$ cat config.mk
export PLATFORM = sky130hd
export DESIGN_NAME = fetch_unit_flat
export DESIGN_NICKNAME = d
export VERILOG_FILES = /design/src/rtl/fetch_unit_if.sv /design/src/rtl/fetch_unit.sv /design/src/flat_wrapper.sv
export SDC_FILE = /design/constraint.sdc
export NUM_CORES = 1
export LEC_CHECK = 0
export ABC_AREA = 1
export CAP_MARGIN = 40
export CORE_MARGIN = 2
export CORE_UTILIZATION = 42
export DETAILED_ROUTE_END_ITERATION = 8
export HOLD_SLACK_MARGIN = 0.05
export PLACE_DENSITY = 0.76
export SYNTH_ARGS = -nofsm -noshare
export SYNTH_HDL_FRONTEND = slang
export SYNTH_SLANG_ARGS = --single-unit
$ cat constraint.sdc
create_clock -name clk -period 1.89 [get_ports clk]
set_clock_uncertainty 0.2 [all_clocks]
set_input_delay 0.4725 -clock clk [delete_from_list [all_inputs] [get_ports clk]]
set_output_delay 0.4725 -clock clk [all_outputs]
set_load 0.01 [all_outputs]
$ cat src/rtl/fetch_unit_if.sv
// rtl/fetch_unit_if.sv - fetch stage bus bundle: imem address/data and decode valid/ready handshake
//   master (fetch_unit): drives imem_addr, instr_o, pc_o, pc_plus4_o, valid_o; samples imem_instr, ready_i
//   slave  (memory/decode side): drives imem_instr, ready_i; samples the rest
interface fetch_unit_if #(
    parameter int N = 32
);
    logic [N-1:0] imem_addr;
    logic [N-1:0] imem_instr;
    logic [N-1:0] instr_o;
    logic [N-1:0] pc_o;
    logic [N-1:0] pc_plus4_o;
    logic         valid_o;
    logic         ready_i;

    modport master (
        output imem_addr,
        output instr_o,
        output pc_o,
        output pc_plus4_o,
        output valid_o,
        input  imem_instr,
        input  ready_i
    );

    modport slave (
        input  imem_addr,
        input  instr_o,
        input  pc_o,
        input  pc_plus4_o,
        input  valid_o,
        output imem_instr,
        output ready_i
    );
endinterface

$ cat src/rtl/fetch_unit.sv
// rtl/fetch_unit.sv - instruction fetch stage: PC, imem address, output register, redirect/halt/fault
//   clk, rstn       : clock, synchronous active-low reset
//   bus (master)    : imem_addr/imem_instr to memory, instr_o/pc_o/pc_plus4_o/valid_o/ready_i to decode
//   redirect, redirect_pc : flush and load a new PC
//   halt            : stop issuing fetches while high
//   fault_o         : sticky misaligned / out-of-range PC flag
//   FETCH_PERF_CNT_EN : when defined, adds fetch_cnt and stall_cnt outputs
module fetch_unit #(
    parameter int           N          = 32,
    parameter logic [N-1:0] RESET_PC   = '0,
    parameter int           IMEM_BYTES = 256
) (
    input  logic          clk,
    input  logic          rstn,
    fetch_unit_if.master  bus,
    input  logic          redirect,
    input  logic [N-1:0]  redirect_pc,
    input  logic          halt,
    output logic          fault_o
`ifdef FETCH_PERF_CNT_EN
    ,
    output logic [31:0]   fetch_cnt,
    output logic [31:0]   stall_cnt
`endif
);
    // Highest byte address at which a whole word still fits in memory.
    localparam logic [N-1:0] LAST_WORD = N'(IMEM_BYTES - 4);

    typedef enum logic [1:0] {
        ST_BOOT,
        ST_FETCH,
        ST_HALT,
        ST_FAULT
    } state_t;

    state_t       state_q, state_d;
    logic [N-1:0] pc_q, pc_d;
    logic [N-1:0] instr_q, instr_d;
    logic [N-1:0] pco_q, pco_d;
    logic [N-1:0] pc4_q, pc4_d;
    logic         valid_q, valid_d;
    logic         fault_q, fault_d;
    logic         pc_ok;
    logic         fire;

    assign bus.imem_addr  = pc_q;
    assign bus.instr_o    = instr_q;
    assign bus.pc_o       = pco_q;
    assign bus.pc_plus4_o = pc4_q;
    assign bus.valid_o    = valid_q;
    assign fault_o        = fault_q;

    assign pc_ok = (pc_q[1:0] == 2'b00) && (pc_q <= LAST_WORD);
    // A fetch only happens when the output register is free or being emptied this cycle.
    assign fire  = (state_q == ST_FETCH) && !halt && !redirect
                   && (!valid_q || bus.ready_i) && pc_ok;

    always_comb begin
        state_d = state_q;
        pc_d    = pc_q;
        instr_d = instr_q;
        pco_d   = pco_q;
        pc4_d   = pc4_q;
        valid_d = valid_q;
        fault_d = fault_q;

        if (redirect) begin
            // Discard whatever is held, even if decode is taking it this cycle.
            state_d = ST_FETCH;
            pc_d    = redirect_pc;
            valid_d = 1'b0;
        end else begin
            case (state_q)
                ST_BOOT:  state_d = ST_FETCH;
                ST_FETCH: begin
                    if (halt) begin
                        state_d = ST_HALT;
                    end else if (!pc_ok) begin
                        state_d = ST_FAULT;
                        fault_d = 1'b1;
                    end
                end
                ST_HALT:  if (!halt) state_d = ST_FETCH;
                ST_FAULT: state_d = ST_FAULT;
                default:  state_d = ST_BOOT;
            endcase

            if (fire) begin
                instr_d = bus.imem_instr;
                pco_d   = pc_q;
                pc4_d   = pc_q + N'(4);
                pc_d    = pc_q + N'(4);
                valid_d = 1'b1;
            end else if (valid_q && bus.ready_i) begin
                valid_d = 1'b0;
            end
        end
    end

    always_ff @(posedge clk) begin
        if (!rstn) begin
            state_q <= ST_BOOT;
            pc_q    <= RESET_PC;
            instr_q <= '0;
            pco_q   <= '0;
            pc4_q   <= '0;
            valid_q <= 1'b0;
            fault_q <= 1'b0;
        end else begin
            state_q <= state_d;
            pc_q    <= pc_d;
            instr_q <= instr_d;
            pco_q   <= pco_d;
            pc4_q   <= pc4_d;
            valid_q <= valid_d;
            fault_q <= fault_d;
        end
    end

`ifdef FETCH_PERF_CNT_EN
    logic [31:0] fetch_cnt_q;
    logic [31:0] stall_cnt_q;

    assign fetch_cnt = fetch_cnt_q;
    assign stall_cnt = stall_cnt_q;

    always_ff @(posedge clk) begin
        if (!rstn) begin
            fetch_cnt_q <= '0;
            stall_cnt_q <= '0;
        end else begin
            if (fire) begin
                fetch_cnt_q <= fetch_cnt_q + 32'd1;
            end
            if (valid_q && !bus.ready_i) begin
                stall_cnt_q <= stall_cnt_q + 32'd1;
            end
        end
    end
`endif
endmodule

$ cat src/flat_wrapper.sv
// flat-port wrapper written by rule: the top's interface ports become plain ports
module fetch_unit_flat 
#(
    parameter int           N          = 32,
    parameter logic [N-1:0] RESET_PC   = '0,
    parameter int           IMEM_BYTES = 256
)
  (clk, rstn, redirect, redirect_pc, halt, fault_o, bus_imem_addr, bus_instr_o, bus_pc_o, bus_pc_plus4_o, bus_valid_o, bus_imem_instr, bus_ready_i);
  fetch_unit_if #(.N(N)) bus_i ();
  input  logic clk;
  input  logic rstn;
  input  logic redirect;
  input  logic [N-1:0] redirect_pc;
  input  logic halt;
  output logic fault_o;
  output wire logic [$bits(bus_i.imem_addr)-1:0] bus_imem_addr;
  output wire logic [$bits(bus_i.instr_o)-1:0] bus_instr_o;
  output wire logic [$bits(bus_i.pc_o)-1:0] bus_pc_o;
  output wire logic [$bits(bus_i.pc_plus4_o)-1:0] bus_pc_plus4_o;
  output wire logic [$bits(bus_i.valid_o)-1:0] bus_valid_o;
  input wire logic [$bits(bus_i.imem_instr)-1:0] bus_imem_instr;
  input wire logic [$bits(bus_i.ready_i)-1:0] bus_ready_i;
  assign bus_imem_addr = bus_i.imem_addr;
  assign bus_instr_o = bus_i.instr_o;
  assign bus_pc_o = bus_i.pc_o;
  assign bus_pc_plus4_o = bus_i.pc_plus4_o;
  assign bus_valid_o = bus_i.valid_o;
  assign bus_i.imem_instr = bus_imem_instr;
  assign bus_i.ready_i = bus_ready_i;
  fetch_unit #(.N(N), .RESET_PC(RESET_PC), .IMEM_BYTES(IMEM_BYTES)) u_core (.clk(clk), .rstn(rstn), .bus(bus_i), .redirect(redirect), .redirect_pc(redirect_pc), .halt(halt), .fault_o(fault_o));
endmodule
* Word level (Yosys, flattened, before mapping) *
Cells that the tools add are included.

storage, ports and cells
  latch bits = 0
  memory bits (read-only) = 0
  memories = 0
  output and inout port bits = 130
  register bits after elaboration = 132
  memory bits (writable) = 0

operators by class
  reductions and logical operators = 19
  add/subtract/negate cells = 1
  multipliers = 0
  divide/modulo/power cells = 0
  equality and inequality tests = 7
  magnitude comparators = 1
  muxes and demuxes = 9
  shifts and indexed selects = 0
  bitwise gates (word level) = 4

operator list
  kind                   count
  $mux 32                2
  $add 32x3->32 const B  1
  $le 32x8->1 const B    1
  $pmux 2 s4             1
  $logic_and 1x1->1      6
  $mux 2                 3
  $ne 3x3->1 const B     2
  $reduce_and 2->1       3
  $eq 2x2->1 const B     2
  $logic_not 2->1        2
  $ne 4x4->1 const B     1
  $not 1->1              4
  $reduce_and 4->1       1
  $reduce_bool 2->1      2
  $logic_not 1->1        3
  $mux 1                 3
  $eq 2x1->1 const B     1
  $ne 2x2->1 const B     1
  $reduce_or 2->1        1
  $logic_or 1x1->1       1

* Depth between registers and ports, before layout *
Gate-level depths: netlist of run 1.

  depth in word-level cells = 7
  mapped depth = 10

* Worst setup path before layout of run 1 *
Ideal clock, no wire load.

  kind = input-to-reg
  start = input redirect
  end = register u_core.pc4_q[8], in the netlist u_core.bus.pc_plus4_o[8]
  buffers on the path = 3
  stages on the path = 9
  library setup time = 132 ps
  data arrival time = 1442 ps
  slack = 115 ps
  required time = 1558 ps
  cells stage by stage = buf_2 > inv_2 > nand2_1 > nor2_2 > nand3_2 > buf_6 > buf_4 > nand2_1 > a21oi_1

on the way
  longest elaborated chain between the ends = 5
  elaborated cells on any way between the ends = 6

ends and longest elaborated chain
  what                                   line                RTL
  start: declaration                     flat_wrapper.sv:12  input logic redirect;
  $logic_not 1->1                        fetch_unit.sv:55    assign fire = (state_q == ST_FETCH) && !halt && !redirect
  $logic_and 1x1->1                      fetch_unit.sv:55
  $logic_and 1x1->1 (2 in series)        fetch_unit.sv:56    && (!valid_q || bus.ready_i) && pc_ok;
  $reduce_and 2->1 (no source line) (*)  n/a
  end signal: assignment                 fetch_unit.sv:114   pc4_q <= pc4_d;
  end: declaration                       fetch_unit.sv:40    logic [N-1:0] pc4_q, pc4_d;

Every way passes the cells marked *; elsewhere a longest branch is shown, timed or not.
A chain may end at the register's enable or synchronous reset.

* Final worst setup path of run 1 *
  start = register u_core.pc4_q[29], in the netlist u_core.bus.pc_plus4_o[29]
  end = output bus_pc_plus4_o[29]

RTL lines
  what              line                RTL
  end: declaration  flat_wrapper.sv:19  output wire logic [$bits(bus_i.pc_plus4_o)-1:0] bus_pc_plus4_o;

No word-level cell between the ends.

==> run metrics, run 1 <==
clock tree root buffer cell=clkbuf_8; type of the setup path with the least slack=reg2out; vias in the first global route=4,530; die width=109.0 microns; CTS tree=built; grt total ovfl=0; first-iteration detailed-routing DRC count=269; Yosys reg bits=130; share of synthesized registers carrying an async set or reset=0%; I/O Buffers=just under 200; top cells by count, synth=nand2_1, dfxtp_1, a21oi_1; initial antenna violation count=0; DR vias/cell=4.798; number of buffers added by the clock tree synthesis step=17; # DRC=0; Synth Warn #=0; largest net degree at the start of global routing=47; most used standard cell by instance count after synthesis=nand2_1; die footprint=0.01188 sq mm; worst endpoint data arrival time=1.18 ns; Total Nets Final=~870; Global Route Usage Sum=23.25%; hold-fix buffers at CTS=0; insertion delay of the later-clocked pin in the worst-skew pair=0.52 ns; core box area=0.01079 sq mm; leakage power total=3.323 nW; transition time of the tightest slew-check pin=0.3657 ns; CP max stage delay=0.34 ns; worst-path fanout max=2; cell family with most CP delay=flip-flops; routed via count=4,553; area share of the largest cell type after synthesis=56.22%; endpoints failing setup=0; boundary pin count=199; number of synthesized flops with an enable pin=0; residual antenna-violating net count after detailed routing=0; final slew viol count=0; share of the clock period used by the worst path after layout=98.10%; number of buffers and inverters on the critical path=1; Clk pin slew, worst setup/hold paths=0.06 ns; highest achievable clock rate=539.4 MHz; post-synthesis instance total=598; post-detailed-placement half-perimeter wirelength=9322 microns; status=completed; largest cells by area after synthesis=dfxtp_1, nand2_1, a21oi_1; largest voltage drop on the vdd net=0.6250 mV; standard cell with the maximum stage delay on the critical path=dfxtp_1; relative area change from synthesis to final layout=57.11%; die boundary height=approximately 110 microns; first-pass GRT wire length=21,490 microns; Slew Limit Headroom=about three quarters; element type at the critical path start=register; Detailed Routing Iterations Pass 1=4; starting density of the core=42.89%; Post-Synthesis Net Count=around 670; Cell variety after synth=24; pwr dens=~880 mW/mm^2; fraction of the core area covered by cells at the end of the flow=67.39%; final weighted congestion of routability-driven global placement=about 0.74; Max clock buf depth=2; most area-hungry cell type in the Yosys netlist=dfxtp_1; total negative slack=0 ns; Avg Synthesized Cell Area=~7.7 sq um; kind of end point of the critical path=primary output; standard-cell row count=38; top_reg_cell synth=dfxtp_1; setup repair after global routing missed its margin=false; number of antenna cells inserted=0; required time of the critical path=1.22 ns; min cycle time layout=~1.9 ns; Final Hold Violating Endpoints=0; share of layout cells above drive strength 1=8.776%; synthesized cell area=0.004629 sq mm; number of clock sinks seen by CTS=130; cell breakdown of the critical path=dlygate4sd2_1; Min-Delay Path Class=reg2reg; wirelength, routed=13,520 microns; max-cap violation count=0; depth of the CTS H-tree=4; worst-case register-to-register setup slack=0.15 ns; post-synthesis sequential area ratio=56.22%; wire per inst=14.25 microns
## report_power, final
group	switching (mW)	internal (mW)
clock	1.21	1.94
sequential	0.0344	2.78
combinational	0.215	0.241
## registers in the layout, indices dropped and copies added, names as in the netlist
name                   cells
u_core.fault_o             1
u_core.bus.valid_o         1
u_core.bus.instr_o        32
u_core.bus.pc_o           30
u_core.state_q             2
u_core.bus.pc_plus4_o     32
u_core.bus.imem_addr      32
## through the flow
step / setup slack, ns / instance area [sq um] / std cells / hold WS (ns) / power [mW]
after global routing: 0.003322 / 7273 / 949 / 0.2405 / 6.646
after global placement: -0.2628 / 6830 / 917 / 0.2252 / 3.341
after CTS: 0.0001940 / 7257 / 948 / 0.2348 / 6.461
after detailed placement: -0.3120 / 6830 / 917 / 0.2287 / 3.349
final: 0.03597 / 7273 / 949 / 0.2346 / 6.429
after floorplan: 0.1155 / 4629 / 598 / 0.2495 / 3.052
## what timing repair did
item                                    CTS  global route
endpoints found under the setup margin  149            82
pin swaps                                 0             1
gates resized for setup                 139            19
buffers inserted                          0             1
## cells by family (layout without fill, tap and decap cells)
kind of cell    after synthesis  after routing  share of synthesized area, %
simple gates                315            315                         27.11
compound gates               85             85                         9.243
xor+xnor                      3              3                        0.5677
buf+inv                      64            275                         6.595
fa+ha+maj                     1              1                        0.2702
flops                       130            130                         56.22
## metal layers
| metal | global-route usage, % | share of wire, % | routed length (microns) | vias to the layer above |
|---|---|---|---|---|
| met4 | 9.524 | 1.7 | 228 | 0 |
| met1 | 26.08 | 39 | 5246 | 2095 |
| met5 | 0 | 0 | 0 | - |
| met3 | 8.548 | 8.9 | 1205 | 23 |
| met2 | 39.80 | 51 | 6841 | 161 |
| li1 | - | - | - | 2274 |
## final cells by class
class	count	area (sq um)
fill	908	3520
sequential	130	2609
timing repair buffer	220	2076
multi-input combinational	404	1742
clock buffer	19	441.7
tap	140	175.2
clock inverter	12	133.9
inverter	24	96.34
## final timing paths
kind,to,depth (start not counted),startpoint
hold / removal,u_core.bus.pc_o[23],2,u_core.bus.pc_o[23]
setup / recovery,bus_pc_plus4_o[29],1,u_core.bus.pc_plus4_o[29]
hold reg to reg,u_core.bus.pc_o[23],2,u_core.bus.pc_o[23]
setup reg to reg,u_core.bus.instr_o[17],9,u_core.bus.imem_addr[22]
## cell usage in the layout (no fill, tap or decap), drive strengths merged
cell type / n
a21oi: 76
a31oi: 2
and2: 2
buf: 22
bufinv: 2
clkbuf: 22
clkdlybuf4s15: 10
clkdlybuf4s50: 68
clkinv: 6
clkinvlp: 5
dfxtp: 130
dlygate4sd2: 117
ha: 1
inv: 23
nand2: 203
nand3: 35
nand3b: 1
nand4: 1
nor2: 73
o21ai: 7
xnor2: 1
xor2: 2
## tightest hold or removal path, stage by stage (launching register included)
cell and delay (ns):
dfxtp_1 0.30, nand2_1 0.06, nor2_1 0.04
(Power assumes the default switching activity.)
==> run 2: changes to the inputs <==
--- a/config.mk
+++ b/config.mk
@@ -8,10 +8,11 @@
 export ABC_AREA = 1
 export CAP_MARGIN = 40
 export CORE_MARGIN = 2
-export CORE_UTILIZATION = 42
+export CORE_UTILIZATION = 45
 export DETAILED_ROUTE_END_ITERATION = 8
+export DONT_BUFFER_PORTS = 1
 export HOLD_SLACK_MARGIN = 0.05
-export PLACE_DENSITY = 0.76
+export PLACE_DENSITY = 0.56
 export SYNTH_ARGS = -nofsm -noshare
 export SYNTH_HDL_FRONTEND = slang
 export SYNTH_SLANG_ARGS = --single-unit
==> run 2 against run 1 <==
Effect of this change: flip-flop and latch count is the same; clock power is 7.0% higher; register-to-register slack got worse by 0.05 ns; via count fell by 7.6%; global-route usage decreased by 1.5 points; fmax down 0.33%; utilization is 3.6 points lower; clock-buffer cell count down 2; largest cell class unchanged.
==> run metrics, run 2 (same netlist as run 1, synthesis figures left out) <==
count of placed standard cells including taps=731; grt total ovfl=0; share of layout cells above drive strength 1=12.29%; # DRC=0; Min-Delay Path Class=in2reg; worst-path fanout max=27; placement-stage worst setup slack=0.07909 ns; residual antenna-violating net count after detailed routing=0; Clk pin slew, worst setup/hold paths=0.06 ns; number of clock sinks seen by CTS=130; cell breakdown of the critical path=dlygate4sd3_1 -> nor2_2 -> nand2_2 -> nor2_4 -> nand3_4 -> buf_6 -> clkbuf_16 -> nand3_1 -> a21oi_1; share of the clock period used by the worst path after layout=98.43%; Global Route Usage Sum=between 20% and 30%; Slew Limit Headroom=around two thirds; Final Hold Violating Endpoints=0; min cycle time layout=between 1.5 and 2 ns; pwr dens=1024 mW/mm^2; standard-cell row count=37; depth of the CTS H-tree=4; total power=6.616 mW; core box area=0.01014 sq mm; number of buffers added by the clock tree synthesis step=17; Detailed Routing Iterations Pass 1=6; type of the setup path with the least slack=in2reg; CTS tree=built; number of antenna cells inserted=0; internal portion of total power=slightly above 5 mW; initial antenna violation count=0; starting density of the core=45.66%; worst-case register-to-register setup slack=0.10 ns; combinational cell fraction of total power=6.5%; Switch Pwr=1.462 mW; required time of the critical path=2.08 ns; kind of end point of the critical path=register; max-cap violation count=0; insertion delay of the later-clocked pin in the worst-skew pair=0.51 ns; post-detailed-placement half-perimeter wirelength=7512 microns; leakage power total=2.548 nW; die footprint=0.01112 sq mm; leading cell type in the layout, fill and taps excluded=nand2_1; I/O Buffers=0; wirelength, routed=13,100 microns; Max clock buf depth=2; status=completed; final cell count without fillers=844; clock tree root buffer cell=clkbuf_8; worst endpoint data arrival time=about 2 ns; part of the power in registers=42.5%; boundary pin count=199; largest voltage drop on the vdd net=0.6894 mV; endpoints failing setup=0; Total Nets Final=roughly 770; vias in the first global route=between 4,000 and 5,000; DR vias/cell=4.982; fraction of power spent switching nets=22.09%; die boundary height=105.4 microns; transition time of the tightest slew-check pin=between 0.4 and 0.5 ns; final slew viol count=0; total negative slack=0 ns; first-pass GRT wire length=19,490 microns; wire per inst=15.52 microns; standard cell with the maximum stage delay on the critical path=dlygate4sd3_1; die width=between 100 and 150 microns; first-iteration detailed-routing DRC count=slightly above 300; largest net degree at the start of global routing=71; routed via count=4,205; final setup margin=0.02976 ns; final weighted congestion of routability-driven global placement=0.7887; highest achievable clock rate=537.6 MHz; power share of the clock group=between 50% and 60%; top library cells by usage in the layout, fill and taps aside=nand2_1, dfxtp_1, a21oi_1; element type at the critical path start=input port; CP max stage delay=0.56 ns; relative area change from synthesis to final layout=39.62%
[run 2: timing repair]
action / 4_1_cts / 5_1_grt
gates resized for setup: 0 / 11
endpoints found under the hold margin: 68 / 0
buffers inserted: 0 / 2
setup endpoints to repair: 0 / 51
hold buffers: 73 / 0
[run 2: power by group through the flow]
| stage | Sequential, mW | Combinational (mW) | Clock (mW) |
|---|---|---|---|
| detailed placement | 2.87 | 0.287 | 0 |
| global route | 2.82 | 0.471 | 3.58 |
| global placement | 2.87 | 0.283 | 0 |
| CTS | 2.81 | 0.421 | 3.44 |
| finish | 2.81 | 0.432 | 3.37 |
| floorplan | 2.89 | 0.159 | 0 |
[run 2: final cells by class]
class                      count  area [sq um]
fill                         899          3675
sequential                   130          2603
multi-input combinational    404          1752
timing repair buffer         117          1202
clock buffer                  17         414.1
clock inverter                15         206.4
tap                          136         170.2
inverter                      24         105.1
timing repair inverter         1         11.26
[run 2: critical path, delay by kind of cell]
kind,cells,cell delay (ns)
AND/OR/NAND/NOR,5,0.55
buffers and inverters,3,0.94
AO/OA/AOI/OAI,1,0.07
[run 2: worst paths after layout]
kind | from | end | cells after the start
hold / removal | rstn | u_core.bus.imem_addr[2] | 3
setup reg to reg | u_core.state_q[1] | u_core.bus.imem_addr[4] | 10
hold reg to reg | u_core.bus.pc_o[30] | u_core.bus.pc_o[30] | 2
setup / recovery | halt | u_core.bus.imem_addr[4] | 9
[run 2: metal layers]
| metal | track usage, % | vias to the layer above | routed length [microns] |
|---|---|---|---|
| met5 | 0 | - | 0 |
| met4 | 10.10 | 0 | 250 |
| met3 | 8.411 | 23 | 1125 |
| met2 | 35.16 | 168 | 6332 |
| met1 | 25.51 | 1933 | 5389 |
| li1 | - | 2081 | - |
[run 2: stage by stage]
step | hold WS (ns) | area [sq um] | utilization, %
6_report | 0.1074 | 6464 | 63.75
4_1_cts | 0.08560 | 6279 | 61.93
5_1_grt | 0.09457 | 6464 | 63.75
2_1_floorplan | 0.2495 | 4629 | -
3_3_place_gp | 0.2655 | 4927 | 48.60
3_5_place_dp | 0.2760 | 4927 | 48.60
==> run 3: changes to the inputs <==
--- a/config.mk
+++ b/config.mk
@@ -7,12 +7,13 @@
 export LEC_CHECK = 0
 export ABC_AREA = 1
 export CAP_MARGIN = 40
-export CORE_MARGIN = 2
+export CORE_MARGIN = 4
 export CORE_UTILIZATION = 45
 export DETAILED_ROUTE_END_ITERATION = 8
 export DONT_BUFFER_PORTS = 1
 export HOLD_SLACK_MARGIN = 0.05
-export PLACE_DENSITY = 0.56
+export PLACE_DENSITY = 0.58
+export SKIP_CTS_REPAIR_TIMING = 1
 export SYNTH_ARGS = -nofsm -noshare
 export SYNTH_HDL_FRONTEND = slang
 export SYNTH_SLANG_ARGS = --single-unit
==> run 3 against run 2 <==
Effect of this change: wire length is 2.0% lower; first-iteration DRC count is 0.32% lower; sequential power hardly changed; clock-buffer cell count is 3 higher; utilization is 0.26 points lower; worst setup slack better by 0.090 ns; final area is 2.7% lower; die area is 7.7% higher.
==> run metrics, run 3 (same netlist as run 1, synthesis figures left out) <==
status=completed; # DRC=0; worst endpoint data arrival time=around 2.0 ns; number of clock sinks seen by CTS=130; wire per inst=about 15 microns; standard-cell row count=36; transition time of the tightest slew-check pin=0.4477 ns; CP max stage delay=0.36 ns; insertion delay of the later-clocked pin in the worst-skew pair=0.50 ns; starting density of the core=46.72%; top library cells by usage in the layout, fill and taps aside=nand2_1, dfxtp_1, dlygate4sd3_1; Global Route Usage Sum=19.07%; depth of the worst register-to-register path=9; max-cap violation count=0; leakage power total=roughly 2.4 nW; startpoint of the lowest-slack hold path=redirect; die boundary height=109.4 microns; clock tree root buffer cell=clkbuf_8; required time of the critical path=2.11 ns; residual antenna-violating net count after detailed routing=0; Total Nets Final=763; Slew Limit Headroom=70.15%; Hold Crit Depth=4; routing usage on met2=31.12%; Hold EP=u_core.bus.imem_addr[5]; first-iteration detailed-routing DRC count=around 310; most frequent CP cell=nand2_1; core box area=~0.01 sq mm; endpoints failing setup=0; element type at the critical path start=register; RR Startpoint=u_core.state_q[0]; cell breakdown of the critical path=nand2_1 -> nor2_2 -> nand2_1 -> nor2_2 -> nand3_4 -> buf_12 -> nand2_4 -> nand2_1 -> a21oi_1; vias in the first global route=3,602; initial antenna violation count=0; relative area change from synthesis to final layout=35.92%; largest voltage drop on the vdd net=between 0.5 and 0.6 mV; kind of end point of the critical path=register; share of the clock period used by the worst path after layout=93.65%; I/O Buffers=0; die width=between 100 and 150 microns; final slew viol count=0; wirelength, routed=12,830 microns; post-detailed-placement half-perimeter wirelength=8019 microns; routed via count=4,175; final weighted congestion of routability-driven global placement=0.7467; CTS tree=built; worst-case register-to-register setup slack=around 0.12 ns; pwr dens=1015 mW/mm^2; depth of the CTS H-tree=4; die footprint=0.01197 sq mm; fraction of the core area covered by cells at the end of the flow=63.50%; share of layout cells above drive strength 1=11.33%; largest net degree at the start of global routing=47; count of placed standard cells including taps=730; worst-path fanout max=38; total power=6.388 mW; standard cell with the maximum stage delay on the critical path=dfxtp_1; boundary pin count=199; most crowded layer after global routing=met2; Max clock buf depth=2; leading cell type in the layout, fill and taps excluded=nand2_1; final cell count without fillers=840; grt met1 use=22.04%; Final Hold Violating Endpoints=0; capture point of the worst reg-to-reg path=u_core.bus.imem_addr[2]; type of the setup path with the least slack=reg2reg; Detailed Routing Iterations Pass 1=5; DR vias/cell=4.970; number of buffers added by the clock tree synthesis step=17; grt total ovfl=0; met3 Usage GRT=approximately 8.6%; first-pass GRT wire length=17,870 microns; Min-Delay Path Class=in2reg; Clk pin slew, worst setup/hold paths=0.06 ns; min cycle time layout=approximately 1.8 ns; highest achievable clock rate=565.0 MHz
## run 3: cell count changes in the layout (fill, tap and decap cells not counted), sizes merged
cell / delta
dlygate4sd3: +4
buf: -2
inv: -3
clkinv: -1
bufinv: -2
diode: +1
clkinvlp: +2
## run 3: power breakdown
part	internal (mW)	leakage, nW	switching [mW]
Clock	1.98	0.279	1.17
Sequential	2.78	1.05	0.0265
Combinational	0.215	1.10	0.212
## run 3: worst max path at each step
stage	from	endpoint	slack, ns	depth (start not counted)
floorplan	redirect	u_core.bus.pc_plus4_o[8]	0.12	9
global placement	bus_ready_i	u_core.bus.imem_addr[11]	0.11	6
detailed placement	u_core.bus.imem_addr[16]	u_core.bus.instr_o[13]	0.03	8
CTS	u_core.bus.imem_addr[16]	u_core.bus.instr_o[13]	0.02	8
global route	u_core.state_q[0]	u_core.bus.imem_addr[2]	-0.008	9
finish	u_core.state_q[0]	u_core.bus.imem_addr[2]	0.12	9
## run 3: area by class of cell
class                           instances  area (sq um)
Clock inverter                         12         131.4
Sequential cell                       130          2603
Antenna cell                            1         2.502
Tap cell                              133         166.4
Inverter                               24         98.84
Multi-Input combinational cell        404          1739
Fill cell                             862          3617
Timing Repair Buffer                  116          1096
Clock buffer                           20         455.4
## run 3: through the flow
step	setup TNS, ns	setup slack, ns	cell area [sq um]	hold WS (ns)
floorplan	0	0.1155	4629	0.2495
global placement	0	0.1115	4912	0.2678
detailed placement	0	0.02806	4912	0.2788
CTS	0	0.02357	5499	-0.1239
global route	-0.01388	-0.007905	6290	0.05344
finish	0	0.1199	6292	0.04539
## run 3: worst max-delay path: cells and delay by family, from the launching register on
family	cells	cell delay, ns
DFF	1	0.36
and+or+nand+nor	7	0.78
AOI/OAI and AO/OA	1	0.14
buffers and inverters	1	0.22
## run 3: routing by layer
layer / part of all wire [%] / vias up / routed length, microns
li1: - / 2072 / -
met1: 37 / 1933 / 4810
met2: 50 / 156 / 6439
met3: 11 / 14 / 1445
met4: 1.1 / 0 / 139
met5: 0 / - / 0
